File: src/rtl/move_input_ctrl.sv
// move_input_ctrl: synchronizes and debounces five active-low buttons, then issues
// single-shot, mutually exclusive active-low command pulses with a lockout gap.
module move_input_ctrl #(
    parameter int DEBOUNCE_CYCLES = 250000,
    parameter int PULSE_CYCLES    = 2,
    parameter int LOCKOUT_CYCLES  = 50000,
    parameter int CNT_W           = 18
) (
    input  logic       clk,
    input  logic       reset,
    input  logic       btn_left_n,
    input  logic       btn_right_n,
    input  logic       btn_up_n,
    input  logic       btn_down_n,
    input  logic       btn_start_n,
    output logic       mov_left,
    output logic       mov_right,
    output logic       mov_up,
    output logic       mov_down,
    output logic       start,
    output logic       busy,
    output logic [1:0] last_dir,
    output logic [7:0] move_count
);
    localparam logic [1:0] IDLE         = 2'd0;
    localparam logic [1:0] PULSE        = 2'd1;
    localparam logic [1:0] LOCKOUT      = 2'd2;
    localparam logic [1:0] WAIT_RELEASE = 2'd3;
    localparam logic [CNT_W-1:0] DB_LAST = CNT_W'(DEBOUNCE_CYCLES - 1);
    localparam logic [CNT_W-1:0] PULSE_LD = CNT_W'(PULSE_CYCLES - 1);
    localparam logic [CNT_W-1:0] LOCK_LD = CNT_W'(LOCKOUT_CYCLES - 1);

    // bit order everywhere: {start, down, up, right, left}
    logic [4:0] btn_n;
    logic [4:0] s1_q, s1_d, s2_q, s2_d;
    logic [4:0] deb_q, deb_d, deb_prev_q, deb_prev_d;
    logic [4:0] cmd_q, cmd_d;
    logic [CNT_W-1:0] db_cnt_q [5];
    logic [CNT_W-1:0] db_cnt_d [5];
    logic [CNT_W-1:0] tmr_q, tmr_d;
    logic [1:0] state_q, state_d;
    logic [1:0] last_dir_q, last_dir_d;
    logic [7:0] move_count_q, move_count_d;
    logic [4:0] press, win;
    logic [1:0] win_dir;

    assign btn_n = {btn_start_n, btn_down_n, btn_up_n, btn_right_n, btn_left_n};

    always_comb begin
        s1_d = btn_n;
        s2_d = s1_q;
        deb_prev_d = deb_q;
        deb_d = deb_q;
        for (int i = 0; i < 5; i++) begin
            db_cnt_d[i] = '0;
            if (s2_q[i] != deb_q[i]) begin
                if (db_cnt_q[i] == DB_LAST) deb_d[i] = s2_q[i];
                else db_cnt_d[i] = db_cnt_q[i] + 1'b1;
            end
        end
    end

    assign press = deb_prev_q & ~deb_q;
    assign win = press[4] ? 5'b10000 : press[0] ? 5'b00001 : press[1] ? 5'b00010 :
                 press[2] ? 5'b00100 : press[3] ? 5'b01000 : 5'b00000;
    assign win_dir = press[0] ? 2'd0 : press[1] ? 2'd1 : press[2] ? 2'd2 : 2'd3;

    always_comb begin
        state_d = state_q;
        tmr_d = tmr_q;
        cmd_d = '1;
        last_dir_d = last_dir_q;
        move_count_d = move_count_q;
        case (state_q)
            IDLE: if (|press) begin
                state_d = PULSE;
                cmd_d = ~win;
                tmr_d = PULSE_LD;
                if (!press[4]) begin
                    last_dir_d = win_dir;
                    move_count_d = move_count_q + 8'd1;
                end
            end
            PULSE: if (tmr_q == '0) begin
                state_d = LOCKOUT;
                tmr_d = LOCK_LD;
            end else begin
                cmd_d = cmd_q;
                tmr_d = tmr_q - 1'b1;
            end
            LOCKOUT: if (tmr_q == '0) state_d = WAIT_RELEASE;
                     else tmr_d = tmr_q - 1'b1;
            default: if (&deb_q) state_d = IDLE;
        endcase
    end

    always_ff @(posedge clk or negedge reset) begin
        if (!reset) begin
            s1_q <= '1;
            s2_q <= '1;
            deb_q <= '1;
            deb_prev_q <= '1;
            cmd_q <= '1;
            for (int i = 0; i < 5; i++) db_cnt_q[i] <= '0;
            tmr_q <= '0;
            state_q <= WAIT_RELEASE;
            last_dir_q <= 2'd0;
            move_count_q <= 8'd0;
        end else begin
            s1_q <= s1_d;
            s2_q <= s2_d;
            deb_q <= deb_d;
            deb_prev_q <= deb_prev_d;
            cmd_q <= cmd_d;
            for (int i = 0; i < 5; i++) db_cnt_q[i] <= db_cnt_d[i];
            tmr_q <= tmr_d;
            state_q <= state_d;
            last_dir_q <= last_dir_d;
            move_count_q <= move_count_d;
        end
    end

    assign {start, mov_down, mov_up, mov_right, mov_left} = cmd_q;
    assign busy = state_q != IDLE;
    assign last_dir = last_dir_q;
    assign move_count = move_count_q;
endmodule

File: config.mk
export PLATFORM = sky130hd
export DESIGN_NAME = move_input_ctrl
export DESIGN_NICKNAME = d
export VERILOG_FILES = /design/src/rtl/move_input_ctrl.sv
export SDC_FILE = /design/constraint.sdc
export NUM_CORES = 1
export LEC_CHECK = 0
export ABC_CLOCK_PERIOD_IN_PS = 4400
export BUFFER_PORTS_ARGS = -buffer_cell sky130_fd_sc_hd__buf_2
export CORE_UTILIZATION = 55
export CTS_CLUSTER_DIAMETER = 60
export DETAILED_ROUTE_END_ITERATION = 10
export PLACE_DENSITY = 0.72
export SLEW_MARGIN = 20
export SYNTH_ARGS = -nofsm -noshare
export SYNTH_HDL_FRONTEND = slang
export SYNTH_SLANG_ARGS = --single-unit
File: constraint.sdc
create_clock -name clk -period 4.4 [get_ports clk]
set_input_delay 0.88 -clock clk [delete_from_list [all_inputs] [get_ports clk]]
set_output_delay 0.88 -clock clk [all_outputs]
set_load 0.01 [all_outputs]
Word-level counts from Yosys, hierarchy flattened
Index checks and enable logic that the tools add are counted.
Word-level totals
  register bits after elaboration: 145
  latch bits: 0
  memory bits (read-only): 0
  input port bits: 7
  output and inout port bits: 16
  memories: 0
  logic and storage cells: 90
  RAM bits: 0
Operators by class
  bitwise gates (word level): 4
  equal/unequal tests: 16
  $add $sub $neg: 7
  div/mod/pow operators: 0
  order comparisons: 0
  multiplexer cells: 30
  reduce and logical (&&, ||, !) cells: 15
  shift operators: 0
  multipliers: 0
Operators by type and width (count)
  $mux W18: 13
  $add A18 B1 Y18 const B: 5
  $eq A18 B18 Y1 const B: 5
  $pmux W18 S3: 1
  $logic_not A18 Y1: 1
  $sub A18 B1 Y18 const B: 1
  $mux W4: 4
  $mux W5: 3
  $mux W2: 6
  $not A5 Y5: 2
  $pmux W5 S2: 1
  $reduce_and A2 Y1: 5
  $add A8 B1 Y8 const B: 1
  $ne A2 B2 Y1 const B: 4
  $pmux W2 S3: 1
  $reduce_and A3 Y1: 2
  $and A5 B5 Y5: 1
  $ne A1 B1 Y1: 5
  $reduce_and A5 Y1: 1
  $reduce_or A5 Y1: 1
  $reduce_and A4 Y1: 1
  $reduce_bool A4 Y1: 1
  $reduce_bool A3 Y1: 1
  $eq A2 B1 Y1 const B: 1
  5 further kinds: 5

Longest topological paths before layout
Gate-level depths: netlist of the first run.
  depth after elaboration: 10
  depth in mapped cells: 9

Least setup slack after synthesis of the first run
OpenSTA, ideal clock, no wires.
  path kind: register to register
  from: reg tmr_q[0]
  to: reg tmr_q[13]
  stages on the path, launching flop included: 10
  buffers on the path: 2
  period minus slack after synthesis: 2.553 ns
  arrival: 2.430 ns
  path slack: 1.847 ns
  library setup time: 0.123 ns
  path through: dfrtp_1 > inv_1 > ha_1 > or3b_2 > or3_1 > clkbuf_1 > or4b_4 > buf_6 > a31oi_1 > o2bb2ai_1
On the way
  word-level cells in the longest chain between the ends: 3
  elaborated cells on any way between the ends: 7
Ends and longest elaborated chain
  start, declared: line 40  | logic [CNT_W-1:0] tmr_q, tmr_d;
  start signal, assigned: line 116  | tmr_q <= tmr_d;
  $sub A18 B1 Y18 / $logic_not A18 Y1 (equally long branches)
  $mux W18, or another cell as far along: line 91  | LOCKOUT: if (tmr_q == '0) state_d = WAIT_RELEASE;
  $pmux W18 S3 / $reduce_and A3 Y1 (equally long branches)
Several ways; a longest one is shown, not always the timed one. The select of a mux whose other input is x is not followed.
A chain may end at the register's enable or synchronous reset.

Worst setup path after layout of the first run
  from: reg tmr_q[0]
  to: reg tmr_q[16]
Same word-level chain as after synthesis.

==> results of run 1 <==
power by group through the flow:
stage | Clock [mW] | Sequential (mW) | Combinational [mW]
after floorplan | 0 | 1.39 | 0.0312
after global placement | 0 | 1.39 | 0.0647
after detailed placement | 0 | 1.39 | 0.0671
after CTS | 1.52 | 1.37 | 0.0673
after global routing | 1.57 | 1.37 | 0.0774
final | 1.49 | 1.37 | 0.0645
final cells by class:
| cell class | instances | area, µm² |
|---|---|---|
| Fill cell | 957 | 4343 |
| Sequential cell | 145 | 3662 |
| Multi-Input combinational cell | 476 | 3053 |
| Clock buffer | 24 | 491.7 |
| Tap cell | 168 | 210.2 |
| Timing Repair Buffer | 26 | 146.4 |
| Clock inverter | 8 | 126.4 |
| Inverter | 21 | 78.83 |
worst max path at each step:
stage | start | to | slack, ns | cells past startpoint
after floorplan | tmr_q[0]$_DFFE_PN0P_ | tmr_q[13]$_DFFE_PN0P_ | 1.85 | 9
after global placement | tmr_q[0]$_DFFE_PN0P_ | tmr_q[4]$_DFFE_PN0P_ | 1.51 | 7
after detailed placement | tmr_q[0]$_DFFE_PN0P_ | tmr_q[16]$_DFFE_PN0P_ | 1.40 | 7
after CTS | tmr_q[0]$_DFFE_PN0P_ | tmr_q[4]$_DFFE_PN0P_ | 1.41 | 7
after global routing | tmr_q[0]$_DFFE_PN0P_ | tmr_q[16]$_DFFE_PN0P_ | 1.13 | 7
final | tmr_q[0]$_DFFE_PN0P_ | tmr_q[16]$_DFFE_PN0P_ | 1.41 | 7
routing by layer:
| metal | GRT usage (%) | routed length, µm |
|---|---|---|
| met1 | 29.26 | 6025 |
| met2 | 35.85 | 6200 |
| met3 | 5.526 | 553 |
| met4 | 9.177 | 208 |
| met5 | 0 | 0 |
sequential cells by signal, indices dropped and copies added, names as in the netlist:
register,flops
tmr_q,18
deb_prev_q,5
move_count,8
db_cnt_q,90
last_dir,2
state_q,2
s1_q,5
deb_prev_d,5
cmd_q,5
s2_q,5
per-stage QoR:
step	utilization [%]	hold WS [ns]	power, mW	cells
floorplan	-	0.3452	1.417	664
global route	64.14	0.3589	3.020	868
global placement	59.04	0.3457	1.452	836
detailed placement	59.04	0.3473	1.456	836
finish	64.14	0.3510	2.923	868
CTS	64.14	0.3529	2.949	868
kinds of logic (layout without fill, tap and decap cells):
group | after synthesis | after routing | share of synthesized area (%)
AOI/OAI and AO/OA | 60 | 60 | 6.703
xor gates and xnor gates | 92 | 92 | 11.70
adders and majority gates | 11 | 11 | 1.998
buffers and inverters | 43 | 79 | 2.507
DFF | 145 | 145 | 53.17
muxes | 10 | 10 | 1.599
and+or+nand+nor | 303 | 303 | 22.33
placed cells by master (no fill, tap or decap), drive strengths merged, types with 6 or more instances in the layout:
master and count:
o41ai 6, ha 11, xnor2 42, nand4 18
nor2b 8, nand3b 6, mux2 8, and4 15
a22oi 8, xor2 50, nand2 43, nand3 30
or2 6, inv 22, nor3 12, buf 26
o31ai 7, dfstp 27, nor2 117, or3 7
o21ai 7, nor4 13, clkbuf 24, or4 9
dfrtp 118
==> run metrics, run 1 <==
Hold Path Sink=s2_q[2]$_DFF_PN1_; Mapped Cells=664; first-pass GRT wire length=22.68 mm; Core Region=12110 µm²; CTS buffer count=17; DR DRC count=0; CP cell instances=inv_1 -> ha_1 -> or3b_2 -> or3_1 -> o31a_1 -> o22ai_1 -> a22oi_1; Yosys top cell by area=dfrtp_1; per-cell routed wire length=14.96 µm; worst slew pin tran=a little over 0.8 ns; hold path start=s1_q[2]$_DFF_PN1_; Pleak=3.419 nW; worst skew pair latency=approximately 0.42 ns; Setup crit end kind=flip-flop; clock share of power=51.1%; Synth Register Bits=145; number of setup buffers added after CTS=0; Post-Syn Nets=682; async set-or-reset flop fraction in the synthesized netlist=100.0%; type of origin of the critical path=flip-flop; hold crit path type=reg -> reg; via/cell ratio=5.638; initial antenna violation count=0; Root Buffer Master=clkbuf_16; Max Cap Violations=0; number of global-route vias before repair=4935; Critical R2R Launch=tmr_q[0]$_DFFE_PN0P_; synthesized area per cell=just over 10 µm²; Post-DP HPWL=8.625 mm; worst reg2reg endpoint=tmr_q[16]$_DFFE_PN0P_; period utilization=between 60% and 70%; Final Skew=~0.0068 ns; P_sw=0.5974 mW; Worst EP required=4.67 ns; setup ws final=1.408 ns; status=completed; initial cell density of the core=56.87%; Max Slew Vio Count=0; Sw Ratio=around a fifth; number of synthesized flops with an enable pin=0; FP Rows=40; grt ovf=0; Cell variety after synth=56; post-synth top area share=42.87%; Detailed Route WL=12.99 mm; Seq/Total Area, Yosys=a little over half; Fin. Hold Viols=0; chip height=113.9 µm; I/O pins=23; internal power=about 2.3 mW; overall routing resource usage=22.36%; final period demand of the worst path=2.992 ns; largest net degree at the start of global routing=90; pre-CTS setup slack=1.401 ns; Post-DP Area=7151 µm²; antenna diode count=0; layout cells sized above 1=14.29%; sequential power share=around 47%; die area=roughly 13000 µm²; RSZ-0062 raised after global routing=false; CP max stage delay=0.57 ns; Syn Std Cell Area=6888 µm²; top-count cell post-synth=dfrtp_1; global placement routability congestion=0.8296; Gate power share=2.2%; Initial DRT Pass Iterations=4; Synthesis Warnings=0; Relative slew margins=about 45%; crit-path max FO=15; most frequent cells after synthesis=dfrtp_1 (118), nor2_1 (117), xor2_1 (50); nets=705; CTS tree=yes; delay-heaviest family, CP=compound AO/OA/AOI/OAI gates; Die Width=113.9 µm; Port Buffers=22; Fmax=about 330 MHz; Buf/Inv on CP=1; crit path kind=reg -> reg; post-route ant nets=0; post-route cell area=7769 µm²; slowest cell on the critical path=or3_1; Area growth, synth to finish=12.79%; setup TNS=0 ns; vias=around 4900; R2R setup slack=between 1 and 1.5 ns; clock-pin slew on the worst setup and hold paths=0.06 ns; Worst EP arrival=3.26 ns; worst hold stages=0; clk sink count=between 100 and 150; ranking of synthesized cells by area=dfrtp_1 (43%), dfstp_2 (10%), nor2_1 (6.4%), xor2_1 (6.4%), xnor2_1 (5.3%); clk buf depth=2; Initial DRC Count=374; Synth Flop Type=dfrtp_1; setup violators final=0; hold bufs inserted after CTS=0; CTS resizes=0; worst vdd ir=362.8 µV; Pwr Density=approximately 380 nW/µm²; R2R depth=7; H-tree levels=4
Note: power is estimated with default switching activity, not from simulation.
==> inputs of run 2 (changes only) <==
Settings changed: ABC_CLOCK_PERIOD_IN_PS 4400 to 3100.
Clock period 4.4 ns to 3.1 ns, I/O delays scaled along.
==> run 2 against run 1 <==
  * Wire length up 1.3%
  * Via count fell by 0.67%
  * Cell count is 0.35% higher
  * Utilization grew 0.083 points
  * Critical path depth unchanged
  * Clock power up 37%
  * Worst hold slack worse by 0.16 ns
  * Sequential share of layout area fell by 0.061 points
  * Sequential power up 42%
  * Combinational power increased by 44%
  * Fmax grew 2.8%
  * Critical path type unchanged
  * Highest routed layer unchanged
==> run metrics, run 2 (synthesis results as in run 1) <==
Fin. Hold Viols=0; status=completed; Root Buffer Master=clkbuf_16; Util after Layout=64.23%; Detailed Route WL=between 10 and 15 mm; RSZ-0062 raised after global routing=false; via/cell ratio=between 5 and 6; dpl cells=840; Initial DRC Count=358; leading cell type in the layout, fill and taps excluded=dfrtp_1; setup ws final=around 0.19 ns; first-pass GRT wire length=23.03 mm; chip height=113.9 µm; Largest register FFs=90; worst vdd ir=342.1 µV; initial cell density of the core=56.87%; pre-CTS setup slack=0.1160 ns; Core Region=12110 µm²; final period demand of the worst path=2.910 ns; Area growth, synth to finish=12.93%; CTS buffer count=17; layout cells sized above 1=about 15%; Pwr Density=523.1 nW/µm²; global placement routability congestion=0.7971; clock-pin slew on the worst setup and hold paths=0.06 ns; worst slew pin tran=0.7514 ns; I/O pins=23; initial antenna violation count=0; Initial DRT Pass Iterations=5; Post-DP HPWL=8.773 mm; clk buf depth=2; Final Skew=about 0.0066 ns; Setup crit end kind=flip-flop; setup TNS=0 ns; # fillers=between 900 and 1000; hold crit path type=in -> async; crit-path max FO=13; antenna diode count=0; DR DRC count=0; vias=4861; grt ovf=0; number of global-route vias before repair=between 4000 and 5000; number of setup buffers added after CTS=0; clk sink count=145; Fmax=between 300 and 400 MHz; most frequent cells in the layout=dfrtp_1 (118), nor2_1 (117), xor2_1 (50); Final Non-Filler Cells=871; crit path kind=reg -> reg; nets=709; Relative slew margins=49.52%; per-cell routed wire length=around 15 µm; Max Cap Violations=0; die area=12970 µm²; Pleak=3.417 nW; overall routing resource usage=22.74%; setup violators final=0; worst skew pair latency=0.42 ns; Worst EP arrival=3.25 ns; period utilization=93.87%; post-route ant nets=0; largest net degree at the start of global routing=75; Port Buffers=22; Worst EP required=3.44 ns; H-tree levels=4; Max Slew Vio Count=0; largest register by flop count=db_cnt_q; Die Width=113.9 µm; CTS tree=yes; type of origin of the critical path=flip-flop; FP Rows=40
run 2: layout make-up:
type	count	area (µm²)	area share, %
well taps	168	210.2	2.702
flip-flops and latches	145	3662	47.08
clock buffers	22	454.2	5.839
repair buffers	30	176.4	2.268
clock inverters	9	132.6	1.705
multi-input cells	476	3064	39.39
inverters	21	78.83	1.013
run 2: repair_timing:
action                                  in CTS  in global routing
hold buffers                                 0                  0
endpoints found under the setup margin       0                  9
gates resized for setup                      0                  2
run 2: power by group:
part	total, mW	internal [mW]	switching, mW
Sequential	1.94	1.92	0.0163
Clock	2.04	1.28	0.755
Combinational	0.0932	0.0248	0.0683
run 2: path summary, 6_finish.rpt:
kind | cells past startpoint | to | slack [ns] | start
max in group asynchronous | 2 | cmd_q[0]$_DFFE_PN1N_ | 2.04 | reset
min in group clk | 1 | s1_q[1]$_DFF_PN1_ | 0.29 | btn_right_n
worst max-delay path | 7 | tmr_q[15]$_DFFE_PN0P_ | 0.19 | tmr_q[0]$_DFFE_PN0P_
worst min register to register | 0 | s2_q[2]$_DFF_PN1_ | 0.36 | s1_q[2]$_DFF_PN1_
worst min-delay path | 1 | db_cnt_q[63]$_DFF_PN0_ | 0.19 | reset
worst max register to register | 7 | tmr_q[15]$_DFFE_PN0P_ | 0.19 | tmr_q[0]$_DFFE_PN0P_
run 2: routing by layer:
layer	share of wire, %	wire [µm]	global-route usage (%)
met1	46	6111	29.45
met2	50	6605	37.03
met3	2.5	325	5.685
met4	0.87	114	8.745
met5	0	0	0
run 2: per-stage QoR:
stage                     total power, mW  hold slack, ns  area [µm²]
after global routing                4.212          0.2480        7779
after global placement              2.062          0.3460        7181
after floorplan                     2.012          0.3244        6888
final                               4.069          0.1879        7779
after detailed placement            2.069          0.3495        7181
after CTS                           4.118          0.2205        7767
run 2: critical path, stage by stage (launching register included):
cell and delay, ns:
dfrtp_1 0.39, inv_1 0.11, ha_1 0.19, or3b_2 0.50
or3_1 0.53, or4b_4 0.69, nand2_1 0.25, a2bb2oi_1 0.19
